File: src/rtl/tick_rate_controller_if.sv
// Control and status bundle for the tick rate controller.
// The master drives the run, step and rate requests. The slave reports the tick and its rate status.
interface tick_rate_controller_if;
   logic       run;
   logic       step;
   logic [1:0] rate_sel;
   logic       rate_load;
   logic       tick;
   logic [1:0] rate_active;
   logic       pending;
   logic       running;

   modport master (
      output run, step, rate_sel, rate_load,
      input  tick, rate_active, pending, running
   );

   modport slave (
      input  run, step, rate_sel, rate_load,
      output tick, rate_active, pending, running
   );
endinterface

File: src/rtl/tick_rate_controller.sv
// Divides clk down to 1/10/100/1000 Hz single-cycle tick enables with run, pause and single-step control.
// While running, a requested rate change waits for the current period boundary.
module tick_rate_controller #(
   parameter int         CLK_FREQ   = 50_000_000,
   parameter logic [1:0] RESET_RATE = 2'd1
) (
   input logic                   clk,
   input logic                   reset,
   tick_rate_controller_if.slave bus
);
   localparam int CW = (CLK_FREQ > 1) ? $clog2(CLK_FREQ) : 1;

   localparam logic [CW-1:0] LAST_0 = CW'(CLK_FREQ - 1);
   localparam logic [CW-1:0] LAST_1 = CW'(CLK_FREQ / 10 - 1);
   localparam logic [CW-1:0] LAST_2 = CW'(CLK_FREQ / 100 - 1);
   localparam logic [CW-1:0] LAST_3 = CW'(CLK_FREQ / 1000 - 1);

   typedef enum logic [1:0] {
      PAUSED,
      RUN,
      STEP
   } state_t;

   state_t        state;
   logic [CW-1:0] counter;
   logic [CW-1:0] last_count;
   logic [1:0]    rate_active_r;
   logic [1:0]    pend_rate;
   logic          pending_r;
   logic          tick_r;
   logic          running_r;
   logic          step_d;

   logic          step_edge;
   logic          wrap;
   logic          apply_req;
   logic [1:0]    apply_code;

   // A rate strobed in this very cycle takes priority over an older pending request.
   assign step_edge  = bus.step & ~step_d;
   assign wrap       = (counter == last_count);
   assign apply_req  = bus.rate_load | pending_r;
   assign apply_code = bus.rate_load ? bus.rate_sel : pend_rate;

   always_comb begin
      last_count = LAST_0;
      case (rate_active_r)
         2'd0:    last_count = LAST_0;
         2'd1:    last_count = LAST_1;
         2'd2:    last_count = LAST_2;
         default: last_count = LAST_3;
      endcase
   end

   always_ff @(posedge clk or negedge reset) begin
      if (!reset) begin
         state         <= PAUSED;
         counter       <= '0;
         rate_active_r <= RESET_RATE;
         pend_rate     <= RESET_RATE;
         pending_r     <= 1'b0;
         tick_r        <= 1'b0;
         running_r     <= 1'b0;
         step_d        <= 1'b0;
      end else begin
         step_d <= bus.step;
         tick_r <= 1'b0;
         if (bus.rate_load) begin
            pend_rate <= bus.rate_sel;
            pending_r <= 1'b1;
         end
         case (state)
            RUN: begin
               // Pausing freezes the counter so that resuming continues the same period phase.
               if (!bus.run) begin
                  state     <= PAUSED;
                  running_r <= 1'b0;
               end else if (wrap) begin
                  counter <= '0;
                  tick_r  <= 1'b1;
                  if (apply_req) begin
                     rate_active_r <= apply_code;
                     pending_r     <= 1'b0;
                  end
               end else begin
                  counter <= counter + CW'(1);
               end
            end
            STEP: begin
               if (apply_req) begin
                  rate_active_r <= apply_code;
                  pending_r     <= 1'b0;
                  counter       <= '0;
               end
               state <= PAUSED;
            end
            default: begin
               if (apply_req) begin
                  rate_active_r <= apply_code;
                  pending_r     <= 1'b0;
                  counter       <= '0;
               end
               if (bus.run) begin
                  state     <= RUN;
                  running_r <= 1'b1;
               end else if (step_edge) begin
                  state  <= STEP;
                  tick_r <= 1'b1;
               end
            end
         endcase
      end
   end

   assign bus.tick        = tick_r;
   assign bus.rate_active = rate_active_r;
   assign bus.pending     = pending_r;
   assign bus.running     = running_r;
endmodule

File: src/flat_wrapper.sv
// flat-port wrapper written by rule: the top's interface ports become plain ports
module tick_rate_controller_flat 
#(
   parameter int         CLK_FREQ   = 50_000_000,
   parameter logic [1:0] RESET_RATE = 2'd1
)
  (clk, reset, bus_run, bus_step, bus_rate_sel, bus_rate_load, bus_tick, bus_rate_active, bus_pending, bus_running);
  tick_rate_controller_if bus_i ();
  input logic clk;
  input logic reset;
  input wire logic [$bits(bus_i.run)-1:0] bus_run;
  input wire logic [$bits(bus_i.step)-1:0] bus_step;
  input wire logic [$bits(bus_i.rate_sel)-1:0] bus_rate_sel;
  input wire logic [$bits(bus_i.rate_load)-1:0] bus_rate_load;
  output wire logic [$bits(bus_i.tick)-1:0] bus_tick;
  output wire logic [$bits(bus_i.rate_active)-1:0] bus_rate_active;
  output wire logic [$bits(bus_i.pending)-1:0] bus_pending;
  output wire logic [$bits(bus_i.running)-1:0] bus_running;
  assign bus_i.run = bus_run;
  assign bus_i.step = bus_step;
  assign bus_i.rate_sel = bus_rate_sel;
  assign bus_i.rate_load = bus_rate_load;
  assign bus_tick = bus_i.tick;
  assign bus_rate_active = bus_i.rate_active;
  assign bus_pending = bus_i.pending;
  assign bus_running = bus_i.running;
  tick_rate_controller #(.CLK_FREQ(CLK_FREQ), .RESET_RATE(RESET_RATE)) u_core (.clk(clk), .reset(reset), .bus(bus_i));
endmodule
File: config.mk
export PLATFORM = sky130hd
export DESIGN_NAME = tick_rate_controller_flat
export DESIGN_NICKNAME = d
export VERILOG_FILES = /design/src/rtl/tick_rate_controller_if.sv /design/src/rtl/tick_rate_controller.sv /design/src/flat_wrapper.sv
export SDC_FILE = /design/constraint.sdc
export NUM_CORES = 1
export LEC_CHECK = 0
export ABC_AREA = 1
export CAP_MARGIN = 20
export CORE_MARGIN = 1
export CORE_UTILIZATION = 60
export CTS_CLUSTER_SIZE = 20
export DETAILED_ROUTE_END_ITERATION = 16
export PLACE_DENSITY = 0.8
export SKIP_LAST_GASP = 1
export SYNTH_ARGS = -nofsm -noshare
export SYNTH_HDL_FRONTEND = slang
export SYNTH_SLANG_ARGS = --single-unit
File: constraint.sdc
create_clock -name clk -period 2.4 [get_ports clk]
set_clock_uncertainty 0.2 [all_clocks]
set_input_delay 0.48 -clock clk [delete_from_list [all_inputs] [get_ports clk]]
set_output_delay 0.48 -clock clk [all_outputs]
set_load 0.005 [all_outputs]
==> results.yml <==
run_status:
  status: "complete, no violations"
sta:
  setup_viol: 0
  tightest_slew_ns: 0.4486
  hold_ws_ns: 0.2785
  max_slew_margin: 0.7009
  period_share: 0.9543
  final_max_slew_viol_count: 0
  tns_ns: 0
  fmax_mhz: 436.6
  finalHoldViolations: 0
  fin_crit_ns: 2.290
  rsz0062_at_grt: "no"
routing:
  initialDrtViolationCount: 196
  wire_per_inst_microns: 12.65
  vias_per_cell: 5.286
  drc: 0
  antenna_left: 0
  drt_pre_antenna_iters: 6
  wl_mm: 5.352
  vias: 2236
power_and_ir_drop:
  peakVddDrop_mv: 0.5297
  p_seq_frac: 0.325
  internal-power_uw: 1355
  power_density_nw_per_um2: 809.9
  sw_frac_of_total: 0.3873
  p_sw_uw: 856.8
  p_leak_uw: 0.001359
  p_clk_frac: 0.240
  comb_power_share: 0.434
grt:
  grt_pass1_vias: 2033
  grt-ovfl-total: 0
  grt_max_degree: 37
  grt_usage: 0.2936
  grt_pass1_wl_mm: 9.246
  antenna_found_initial: 0
critical_path:
  cp_num_buf_inv: 3
  worstPathArrival_ns: 2.27
  cp-end-kind: "flop"
  critPathKind: "flop to flop"
  worstPathCellList: "buf_4 -> ha_1 -> inv_1 -> nand2_1 -> nand2_1 -> nor2_1 -> nand2_1 -> nor2_1 -> nand3_2 -> nand2_4 -> nand2_8 -> clkinv_8 -> nor2_1"
  cp-start-kind: "flop"
  endpoint: "u_core.counter[9]$_DFFE_PN0P_"
  reg2regPathDepth: 13
  worstPathMaxFanout: 17
  path_depth: 13
  worstSetupStartpoint: "u_core.bus.rate_active[0]$_DFFE_PN1P_"
  cp_slowest_cell: "dfstp_2"
  cp_slowest_stage_delay_ns: 0.57
  required_ns: 2.38
  reg2reg_to: "u_core.counter[9]$_DFFE_PN0P_"
  r2r-start: "u_core.bus.rate_active[0]$_DFFE_PN1P_"
  path_delay_family: "simple AND/OR/NAND/NOR gates"
  regToRegSetupSlack_ns: 0.11
clocking:
  cts_buffers: 5
  cts_hold_buffers: 0
  clockBufferDepth: 2
  clock_latency_ns: 0.30
  clock_sinks: 36
  cts_tree: "yes"
  h-tree-depth: 2
  clockRootBuffer: "clkbuf_8"
  clk_pin_slew_worst_paths_ns: 0.08
cells_and_area:
  drive_gt1_frac: 0.09067
  mostFrequentLayoutCell: "nand2_1"
  diodes: 0
  final_cell_area_sq_um: 2731
  nFillCells: 337
  final_cell_mix: "nand2_1 (117), nor2_1 (57), inv_1 (52), dfrtp_1 (34), nand3_1 (18)"
  final_nets: 390
  area_delta_synth_final_pct: 14.83
yosys:
  yosysWarnings: 0
  syn_avg_cell_area_sq_um: 6.855
  synth_fp_nets: 363
  seq_area_frac_synth: 0.3798
  yosysUniqueCellTypes: 30
  netlist_area_sq_um: 2379
  synth_seq_cells: 36
  netlist_instances: 347
worst_hold_path:
  hold_class: "flop to flop"
die:
  die_w_microns: 64.96
  row_count: 22
  ios: 12
  start_util: 0.6354
  die_y_microns: 64.96
  coreArea_sq_um: 3744
  die_area_sq_um: 4220
placed_design:
  placed_area_sq_um: 2597
  dp.final_hpwl_mm: 4.116
  gp_congestion: 0.9288
  portBuffers: 11
flow_run:
  drv_cap: 0
power groups by stage:
| stage | clock [uW] | sequential, uW | combinational [uW] |
|---|---|---|---|
| finish | 532 | 720 | 961 |
| global route | 562 | 727 | 1090 |
| CTS | 537 | 719 | 916 |
| detailed placement | 0 | 731 | 912 |
| global placement | 0 | 730 | 885 |
| floorplan | 0 | 742 | 644 |
cell families after synthesis:
kind of cell	share of synthesized area
AND/OR/NAND/NOR	0.3951
buffers and inverters	0.09837
AO/OA/AOI/OAI	0.03893
flip-flops	0.3798
XOR/XNOR	0.04050
adder cells (fa/ha/maj)	0.04734
final cells by class:
class	count	area, sq um	share of cell area
multi-input combinational	255	1252	0.4585
sequential	36	903.4	0.3307
inverter	54	215.2	0.07879
timing repair buffer	22	192.7	0.07055
clock buffer	6	72.57	0.02657
tap	48	60.06	0.02199
clock inverter	2	35.03	0.01283
worst min-delay path by stage:
stage               depth (start not counted)                                   from  slack (ns)                               endpoint
floorplan                                   0                                  reset       -0.02           u_core.bus.pending$_DFF_PN0_
global placement                            2          u_core.pend_rate[1]$_DFF_PN0_        0.26          u_core.pend_rate[1]$_DFF_PN0_
detailed placement                          2          u_core.pend_rate[1]$_DFF_PN0_        0.27          u_core.pend_rate[1]$_DFF_PN0_
CTS                                         2          u_core.pend_rate[1]$_DFF_PN0_        0.28          u_core.pend_rate[1]$_DFF_PN0_
global route                                2  u_core.bus.rate_active[0]$_DFFE_PN1P_        0.30  u_core.bus.rate_active[0]$_DFFE_PN1P_
finish                                      2          u_core.pend_rate[1]$_DFF_PN0_        0.28          u_core.pend_rate[1]$_DFF_PN0_
layer usage:
layer / global-route usage / up-vias / part of all wire
met5: 0 / - / 0
met4: 0.1528 / 0 / 0.028
met3: 0.03345 / 16 / 0.044
met2: 0.4232 / 59 / 0.42
met1: 0.4297 / 1046 / 0.50
li1: - / 1115 / -
cells in the mapped netlist:
library cell / n / area share
nand3_2: 2 / 0.0084
nand3b_1: 2 / 0.0063
nand3_1: 18 / 0.038
nand2_4: 2 / 0.0095
nor3_1: 5 / 0.011
nor3_4: 1 / 0.0068
nor4_1: 4 / 0.011
o22ai_1: 1 / 0.0026
buf_8: 1 / 0.0063
nor2_2: 2 / 0.0053
buf_6: 1 / 0.0047
nor2_1: 57 / 0.090
nand2_2: 1 / 0.0026
dfrtp_1: 34 / 0.36
o21bai_1: 1 / 0.0032
a21boi_0: 1 / 0.0032
nor3_2: 1 / 0.0042
or2_2: 1 / 0.0026
nand2_1: 117 / 0.18
a21oi_1: 1 / 0.0021
inv_1: 52 / 0.082
ha_1: 9 / 0.047
xor2_1: 11 / 0.041
inv_2: 1 / 0.0016
nand4_1: 6 / 0.016
o21ai_0: 10 / 0.021
inv_6: 1 / 0.0037
o31ai_1: 1 / 0.0032
dfstp_2: 2 / 0.022
o21ai_2: 1 / 0.0037
worst register-to-register path: cells and delay by family (launching register included):
kind	cells	cell delay (ns)
adder cells (fa/ha/maj)	1	0.23
buffers and inverters	3	0.31
flip-flops	1	0.57
AND/OR/NAND/NOR	9	0.87
stage by stage:
stage,utilization,worst slack [ns],total power (uW),instances
final,0.7296,0.1098,2212,423
after floorplan,-,0.2389,1386,347
after global placement,0.6939,0.06235,1614,414
after CTS,0.7226,0.03238,2172,422
after global routing,0.7296,0.008645,2376,423
after detailed placement,0.6939,-0.02799,1643,414
registers in the layout, indices dropped and copies added, names as in the netlist:
name,cells
u_core.bus.pending,1
u_core.bus.rate_active,2
u_core.bus.running,1
u_core.bus.tick,1
u_core.counter,26
u_core.pend_rate,2
u_core.state,2
u_core.step_d,1
what timing repair did:
action | 4_1_cts | 5_1_grt
gates resized for setup | 0 | 4
buffers inserted | 0 | 1
endpoints found under the setup margin | 0 | 23
Power figures use the tool's default switching activity.
